[src/rtl/sqrt_pkg.sv]
// rtl/sqrt_pkg.sv - shared state encoding and width constants for the square-root controller
package sqrt_pkg;

    localparam int RAD_W_DEF  = 16;
    localparam int ROOT_W_DEF = RAD_W_DEF / 2;
    localparam int REM_W_DEF  = ROOT_W_DEF + 3;

    typedef enum logic [2:0] {
        S_IDLE  = 3'd0,
        S_LOAD  = 3'd1,
        S_SHIFT = 3'd2,
        S_WRITE = 3'd3,
        S_DONE  = 3'd4
    } state_e;

endpackage

[src/rtl/sqrt_step.sv]
// rtl/sqrt_step.sv - one restoring-sqrt trial: compare remainder against (root<<2)|1 and subtract
module sqrt_step #(
    parameter  int ROOT_W = 8,
    localparam int REM_W  = ROOT_W + 3
) (
    input  logic [REM_W-1:0]  rem_i,
    input  logic [ROOT_W-1:0] root_i,
    output logic [REM_W-1:0]  rem_o,
    output logic              bit_o
);

    logic [REM_W-1:0] trial;

    assign trial = {1'b0, root_i, 2'b01};
    assign bit_o = (rem_i >= trial);
    assign rem_o = bit_o ? (rem_i - trial) : rem_i;

endmodule

[src/rtl/sqrt_ctrl.sv]
// rtl/sqrt_ctrl.sv - bit-serial integer square root with registered strobes for a downstream root register
module sqrt_ctrl
    import sqrt_pkg::*;
#(
    parameter  int RAD_W  = RAD_W_DEF,
    localparam int ROOT_W = RAD_W / 2,
    localparam int REM_W  = ROOT_W + 3
) (
    input  logic              clk,
    input  logic              reset,
    input  logic              start,
    input  logic [RAD_W-1:0]  in_A,
    output logic              busy,
    output logic              done,
    output logic [ROOT_W-1:0] root,
    output logic [ROOT_W:0]   rem,
    output logic              load,
    output logic              shift,
    output logic              load_R0,
    output logic              in_bit,
    output logic [RAD_W-1:0]  out_A
);

    localparam int CNT_W = $clog2(ROOT_W);
    localparam logic [CNT_W-1:0] LAST_IT = CNT_W'(ROOT_W - 1);

    state_e              state_q, state_d;
    logic [RAD_W-1:0]    rad_q, rad_d;
    logic [REM_W-1:0]    rem_q, rem_d;
    logic [ROOT_W-1:0]   root_q, root_d;
    logic [CNT_W-1:0]    cnt_q, cnt_d;
    logic                busy_q, busy_d;
    logic                done_q, done_d;
    logic                load_q, load_d;
    logic                shift_q, shift_d;
    logic                load_r0_q, load_r0_d;
    logic                in_bit_q, in_bit_d;

    logic [REM_W-1:0]    step_rem;
    logic                step_bit;

    sqrt_step #(.ROOT_W(ROOT_W)) u_step (
        .rem_i  (rem_q),
        .root_i (root_q),
        .rem_o  (step_rem),
        .bit_o  (step_bit)
    );

    // Strobes are decoded from the current state and registered, so every
    // output moves only on a rising edge and trails the state by one cycle.
    always_comb begin
        state_d   = state_q;
        rad_d     = rad_q;
        rem_d     = rem_q;
        root_d    = root_q;
        cnt_d     = cnt_q;
        busy_d    = (state_q != S_IDLE);
        done_d    = 1'b0;
        load_d    = 1'b0;
        shift_d   = 1'b0;
        load_r0_d = 1'b0;
        in_bit_d  = 1'b0;

        case (state_q)
            S_IDLE: begin
                if (start) begin
                    rad_d   = in_A;
                    rem_d   = '0;
                    root_d  = '0;
                    cnt_d   = '0;
                    state_d = S_LOAD;
                end
            end
            S_LOAD: begin
                load_d  = 1'b1;
                state_d = S_SHIFT;
            end
            S_SHIFT: begin
                shift_d = 1'b1;
                rem_d   = {rem_q[REM_W-3:0], rad_q[RAD_W-1 -: 2]};
                rad_d   = rad_q << 2;
                state_d = S_WRITE;
            end
            S_WRITE: begin
                load_r0_d = 1'b1;
                in_bit_d  = step_bit;
                rem_d     = step_rem;
                root_d    = {root_q[ROOT_W-2:0], step_bit};
                cnt_d     = cnt_q + 1'b1;
                state_d   = (cnt_q == LAST_IT) ? S_DONE : S_SHIFT;
            end
            S_DONE: begin
                done_d  = 1'b1;
                state_d = S_IDLE;
            end
            default: state_d = S_IDLE;
        endcase
    end

    always_ff @(posedge clk or negedge reset) begin
        if (!reset) begin
            state_q   <= S_IDLE;
            rad_q     <= '0;
            rem_q     <= '0;
            root_q    <= '0;
            cnt_q     <= '0;
            busy_q    <= 1'b0;
            done_q    <= 1'b0;
            load_q    <= 1'b0;
            shift_q   <= 1'b0;
            load_r0_q <= 1'b0;
            in_bit_q  <= 1'b0;
        end else begin
            state_q   <= state_d;
            rad_q     <= rad_d;
            rem_q     <= rem_d;
            root_q    <= root_d;
            cnt_q     <= cnt_d;
            busy_q    <= busy_d;
            done_q    <= done_d;
            load_q    <= load_d;
            shift_q   <= shift_d;
            load_r0_q <= load_r0_d;
            in_bit_q  <= in_bit_d;
        end
    end

    assign busy    = busy_q;
    assign done    = done_q;
    assign root    = root_q;
    assign rem     = rem_q[ROOT_W:0];
    assign load    = load_q;
    assign shift   = shift_q;
    assign load_R0 = load_r0_q;
    assign in_bit  = in_bit_q;
    assign out_A   = '0;

endmodule

[config.mk]
export PLATFORM = sky130hd
export DESIGN_NAME = sqrt_ctrl
export DESIGN_NICKNAME = d
export VERILOG_FILES = /design/src/rtl/sqrt_pkg.sv /design/src/rtl/sqrt_step.sv /design/src/rtl/sqrt_ctrl.sv
export SDC_FILE = /design/constraint.sdc
export NUM_CORES = 1
export LEC_CHECK = 0
export CORE_AREA = 3 3 80 82
export DETAILED_ROUTE_END_ITERATION = 8
export DIE_AREA = 0 0 83 85
export GPL_ROUTABILITY_DRIVEN = 0
export GPL_TIMING_DRIVEN = 0
export PLACE_DENSITY = 0.72
export SYNTH_ARGS = -nofsm -noshare
export SYNTH_HDL_FRONTEND = slang
export SYNTH_SLANG_ARGS = --single-unit
[constraint.sdc]
create_clock -name clk -period 2.7 [get_ports clk]
set_clock_uncertainty 0.05 [all_clocks]
set_input_delay 0.675 -clock clk [delete_from_list [all_inputs] [get_ports clk]]
set_output_delay 0.675 -clock clk [all_outputs]
set_load 0.02 [all_outputs]
==> results of run 1 <==
==> stage by stage <==
stage	util (%)	instance area, sq um
2_1_floorplan	-	2640
3_5_place_dp	54.5	3170
3_3_place_gp	54.1	3150
5_1_grt	56.1	3260
6_report	56.1	3260
4_1_cts	56.1	3260
==> per-layer routing <==
metal | vias up | track usage [%] | part of all wire, %
li1 | 1012 | - | -
met1 | 925 | 21.5 | 47
met2 | 60 | 26.0 | 45
met3 | 9 | 2.72 | 5.5
met4 | 0 | 5.79 | 1.8
met5 | - | 0 | 0
==> state kept, by name, summed over array words and instances (netlist names) <==
signal	cells
root	8
done	1
load	1
busy	1
shift	1
in_bit	1
rad_q	16
load_R0	1
rem_q	11
cnt_q	3
state_q	3
==> final timing paths <==
path                       endpoint  cells past startpoint  startpoint
setup / recovery           rem_q[2]                      9     root[2]
hold / removal             rad_q[5]                      1       reset
setup reg to reg           rem_q[2]                      9     root[2]
hold reg to reg            cnt_q[0]                      1    cnt_q[0]
max in group asynchronous  rem_q[6]                      2       reset
min in group clk           cnt_q[0]                      1    cnt_q[0]
==> critical path: cells and delay by family (launching register included) <==
family / cells / cell delay, ns
compound gates: 2 / 0.60
fa+ha+maj: 1 / 0.37
buf+inv: 2 / 0.23
flops: 1 / 0.40
mux: 1 / 0.30
simple gates: 3 / 0.45
==> cells in the final DEF (no fill, tap or decap), drive strengths merged, types with 2 or more instances in the layout <==
master / n
mux2: 7
o21ai: 19
xnor2: 5
nand2b: 3
clkbuf: 9
nand2: 14
buf: 32
o21a: 2
conb: 16
dfrtp: 47
ha: 12
a22oi: 2
a22o: 2
nor3: 2
a31oi: 3
xor2: 2
nand3: 10
and3: 2
nand3b: 2
nor2: 36
nor3b: 3
or3: 2
o22ai: 16
inv: 18
clkdlybuf4s50: 40
and2: 2
mux2i: 2
a21oi: 5
==> cells by family after synthesis <==
group / after synthesis / synth area share, %
fa+ha+maj: 12 / 5.81
xor+xnor: 7 / 2.37
buf+inv: 50 / 11.6
other cells: 1 / 0.145
simple gates: 80 / 14.8
mux: 9 / 4.84
compound gates: 59 / 15.0
flops: 47 / 45.5
==> power groups by stage <==
stage               clock network [uW]  logic, uW  registers [uW]
floorplan                            0       2250            1320
global placement                     0       3020            1280
detailed placement                   0       3090            1280
CTS                                465       3110            1270
global route                       495       3430            1320
finish                             453       3110            1270
==> synthesized netlist by cell type, types with 3 or more instances <==
cell      instances  share of area (%)
dfrtp_1          47                 45
clkbuf_1          4               0.58
buf_4            25                7.3
o22ai_1          16                3.9
xnor2_1           5                1.7
nand3_1          10                1.9
o21ai_0           8                1.5
mux2_4            7                4.1
inv_1            13                1.9
ha_1             12                5.8
nand2_1          14                2.0
nor2_1           36                5.2
inv_2             3               0.44
a21oi_1           5               0.97
o21ai_1           9                1.7
a31oi_1           3               0.73
==> area by class of cell <==
| cell class | instances | area (sq um) |
|---|---|---|
| repair buffers | 42 | 433 |
| well taps | 75 | 93.8 |
| plain buffers | 34 | 240 |
| inverters | 16 | 60.1 |
| clock buffers | 5 | 68.8 |
| flip-flops and latches | 47 | 1180 |
| fillers | 544 | 2550 |
| clock inverters | 3 | 25.0 |
| multi-input cells | 183 | 1170 |
==> out/metrics.yaml, run 1 <==
cts_sinks: 47
worst_path_max_delay_cell: "o311a_1"
netSwitchingFraction_pct: 43.7
path_clk_slew_ns: 0.10
cts_resized: 0
worst_slew_pin_slew_ns: 0.594
synth_cells: 265
status: "completed"
period_needed_ns: 2.51
fin_nets: 360
finalHoldViolCount: 0
postSynthAreaPerCell_sq_um: 9.76
routed_wl_um: 5490
syn_to_final_growth_pct: 26.2
vias_per_cell: 4.95
power_frac_seq_pct: 26.3
max-vdd-ir-drop_uv: 686
rrSetupSlack_ns: 0.19
start_kind: "register"
required_ns: 2.85
hp-class: "input pin to async pin"
clock_latency_ns: 0.31
endpoint_kind: "register"
async_flop_share_pct: 100
first_iter_violations: 95
maxCapViolCount: 0
cp_data_arrival_time_ns: 2.65
vias: 2006
cts_tree: "done"
drc: 0
rows: 28
power.density_nw_per_um2: 1480
die_h_um: 85
p_sw_uw: 2110
io_pins: 58
finalNonFillerCells: 405
antenna_found_initial: 0
synthFlopType: "dfrtp_1"
ys_seq_area_share_pct: 45.5
clk_path_buf_depth: 2
die_x_um: 83
internal_power_uw: 2730
ys_warn_count: 0
p_leak_uw: 0.00150
grtUsageTotal_pct: 16.0
grt_max_degree: 26
relSlewSlack_pct: 60.4
antenna_left: 0
dp_cells: 397
hold_buffers: 0
hpwl_um: 4070
crit_path_cell_trace: "inv_1, ha_1, nand2_1, o311a_1, nor3b_2, o21a_4, nand2b_4, buf_12, mux2_4"
grt-ovfl-total: 0
core_area_sq_um: 5820
clockRootBuffer: "clkbuf_8"
timing_worst_setup_path_type: "register to register"
setup_violations: 0
fmax_ghz: 0.399
synth_area_sq_um: 2590
avgRoutedWirePerCell_um: 13.5
tns_ns: 0
grt_pass1_wl_um: 9160
cpPeakStageDelay_ns: 0.41
antenna_cells: 0
start_util_pct: 44.5
first_pass_iters: 4
final-max-slew-violation-count: 0
grt_pass1_vias: 1905
path_max_fanout: 9
fin_crit_sh_pct: 92.9
power.share.clock_pct: 9.4
ys_ff_latch: 47
power_uw: 4840
synth_edf_count: 0
synth_cell_types: 50
fin_ws_ns: 0.191
pwr-share-comb_pct: 64.3
portBuffers: 41
drive_above_1_share_pct: 16.1
cts.htree.levels: 2
preCtsSetupSlack_ns: 0.218
post_cts_buffers: 0
hold_ws_ns: 0.307
die_area_sq_um: 7060
cts_buffers: 5
rsz0062_at_grt: "false"
(Power assumes the default switching activity.)
==> run 2, diff against run 1 <==
ABC_AREA = 1   (was default)
CORE_AREA = 3 3 83 85   (was 3 3 80 82)
DIE_AREA = 0 0 86 88   (was 0 0 83 85)
PLACE_DENSITY = 0.7   (was 0.72)
==> out/metrics.yaml, run 2 <==
met2_usage_pct: 30.6  # +4.5 points
antenna_found_initial: 0  # unchanged
start_kind: "register"
postSynthAreaPerCell_sq_um: 8.15  # -17%
ys_top_cells_by_area: "dfrtp_1, nand2_1, buf_4, ha_1, inv_1"
fmax_ghz: 0.442  # +11%
post-synth-top-area-fraction_pct: 42.2  # -3.3 points
vias_per_cell: 4.93  # -0.56%
path_max_fanout: 7  # -2
ys_warn_count: 0  # unchanged
layout_common_cells: "nand2_1, dfrtp_1, clkdlybuf4s50_1"
start_util_pct: 44.4  # -0.082 points
ys_seq_area_share_pct: 42.2  # -3.3 points
syn_to_final_growth_pct: 24.4
required_ns: 1.98  # -0.87 ns
max-vdd-ir-drop_uv: 552  # -20%
clockRootBuffer: "clkbuf_8"
fin_ws_ns: 0.437  # +0.246 ns
regMostFlops: "rad_q"
endpoint_kind: "output pin"
ys_ff_latch: 47  # unchanged
yosysTopAreaCell: "dfrtp_1"
rsz0062_at_grt: "false"
synth_edf_count: 0  # unchanged
cts_buffers: 5  # unchanged
grt_busiest_layer: "met2"
gr-usage-met3_pct: 3.39  # +0.67 points
final-max-slew-violation-count: 0  # unchanged
status: "completed"
fin_nets: 437  # +21%
grt_pass1_vias: 2318  # +22%
synth_cell_types: 34  # -32%
p_leak_uw: 0.00175  # +17%
rows: 29  # +3.6%
period_needed_ns: 2.26  # -0.246 ns
antenna_left: 0  # unchanged
antenna_cells: 0  # unchanged
grtUsageTotal_pct: 16.9  # +0.97 points
grt_pass1_wl_um: 10300  # +13%
routed_wl_um: 6020  # +9.8%
cts.htree.levels: 2  # unchanged
synth.most_common_cell: "nand2_1"
vias: 2379  # +19%
grt-ovfl-total: 0  # unchanged
first_iter_violations: 96  # +1.1%
drive_above_1_share_pct: 16.5  # +0.44 points
setup_violations: 0  # unchanged
largest_register_ffs: 16  # unchanged
avgRoutedWirePerCell_um: 12.5  # -8.0%
cts_tree: "done"
cts_resized: 0  # unchanged
drc: 0  # unchanged
mostFrequentLayoutCell: "nand2_1"
hpwl_um: 4510  # +11%
first_pass_iters: 4  # unchanged
hold_ws_ns: 0.207  # -0.100 ns
fin_crit_sh_pct: 83.8  # -9.1 points
die_h_um: 88  # +3.5%
async_flop_share_pct: 100  # unchanged
power_uw: 4630  # -4.3%
ff2ff_path_depth: 13  # +4
finalHoldViolCount: 0  # unchanged
yosys-top-cells-count: "nand2_1, dfrtp_1, inv_1, nor2_1, buf_4"
cp_data_arrival_time_ns: 1.54  # -1.11 ns
synthFlopType: "dfrtp_1"
path_clk_slew_ns: 0.08  # -0.02 ns
synth_cells: 342  # +29%
portBuffers: 41  # unchanged
post_cts_buffers: 0  # unchanged
die_area_sq_um: 7570  # +7.3%
cts_sinks: 47  # unchanged
maxCapViolCount: 0  # unchanged
power.density_nw_per_um2: 1340  # -9.9%
clk_path_buf_depth: 2  # unchanged
io_pins: 58  # unchanged
timing_worst_setup_path_type: "register to output pin"
die_x_um: 86  # +3.6%
hp-class: "input pin to async pin"
hold_buffers: 0  # unchanged
core_area_sq_um: 6280  # +7.9%
synth_area_sq_um: 2790  # +7.7%
grt_max_degree: 37  # +42%
clock_latency_ns: 0.29  # -0.02 ns
met1_usage_pct: 20.8  # -0.70 points
preCtsSetupSlack_ns: 0.545  # +0.327 ns
run 2: changes by cell type after synthesis, moves of 7 or more:
cell,delta
nand2_1,+83
nand3_1,+14
inv_1,+20
o22ai_1,-7
o21ai_1,-9
mux2_4,-7
o221a_2,+10
run 2: cells by family after synthesis:
kind of cell | share of synthesized area [%]
AOI/OAI and AO/OA | 11.5
xor gates and xnor gates | 0.314
adders and majority gates | 5.39
buffers and inverters | 14.1
DFF | 42.2
other | 0.135
and+or+nand+nor | 26.3
run 2: cell type report:
cell class	count	area [sq um]
clock buffers	6	72.6
plain buffers	36	259
multi-input cells	239	1270
flip-flops and latches	47	1180
well taps	77	96.3
fillers	628	2810
repair buffers	42	425
inverters	35	134
clock inverters	1	30.0
run 2: layer usage:
layer	share of wire [%]	wire [um]
met3	6.2	371
met5	0	0
met2	50	2980
met4	0.70	42
met1	44	2620
run 2: report_power, final:
part	internal (uW)	total (uW)	switching [uW]
Clock	272	496	225
Combinational	1200	2920	1720
Sequential	1000	1210	207
Total	2470	4630	2160
run 2: final timing paths:
check | from | end | slack (ns)
max reg2reg | root[2] | rem_q[0] | 0.75
max in group asynchronous | reset | rem_q[8] | 1.91
max | rem_q[0] | rem[0] | 0.44
min in group clk | cnt_q[0] | cnt_q[0] | 0.44
min reg2reg | cnt_q[0] | cnt_q[0] | 0.44
min | reset | load_R0 | 0.21
run 2: stage by stage:
step / instances / TNS [ns] / util, % / cell area (sq um)
floorplan: 357 / 0 / - / 2840
global placement: 475 / -19.56 / 53.4 / 3350
CTS: 483 / 0 / 55.2 / 3470
finish: 483 / 0 / 55.2 / 3470
detailed placement: 476 / 0 / 53.6 / 3360
global route: 483 / 0 / 55.2 / 3470
run 2: worst max-delay path, stage by stage (launching register included):
cell and delay [ns]:
dfrtp_1 0.50, buf_4 0.16, clkdlybuf4s50_1 0.59
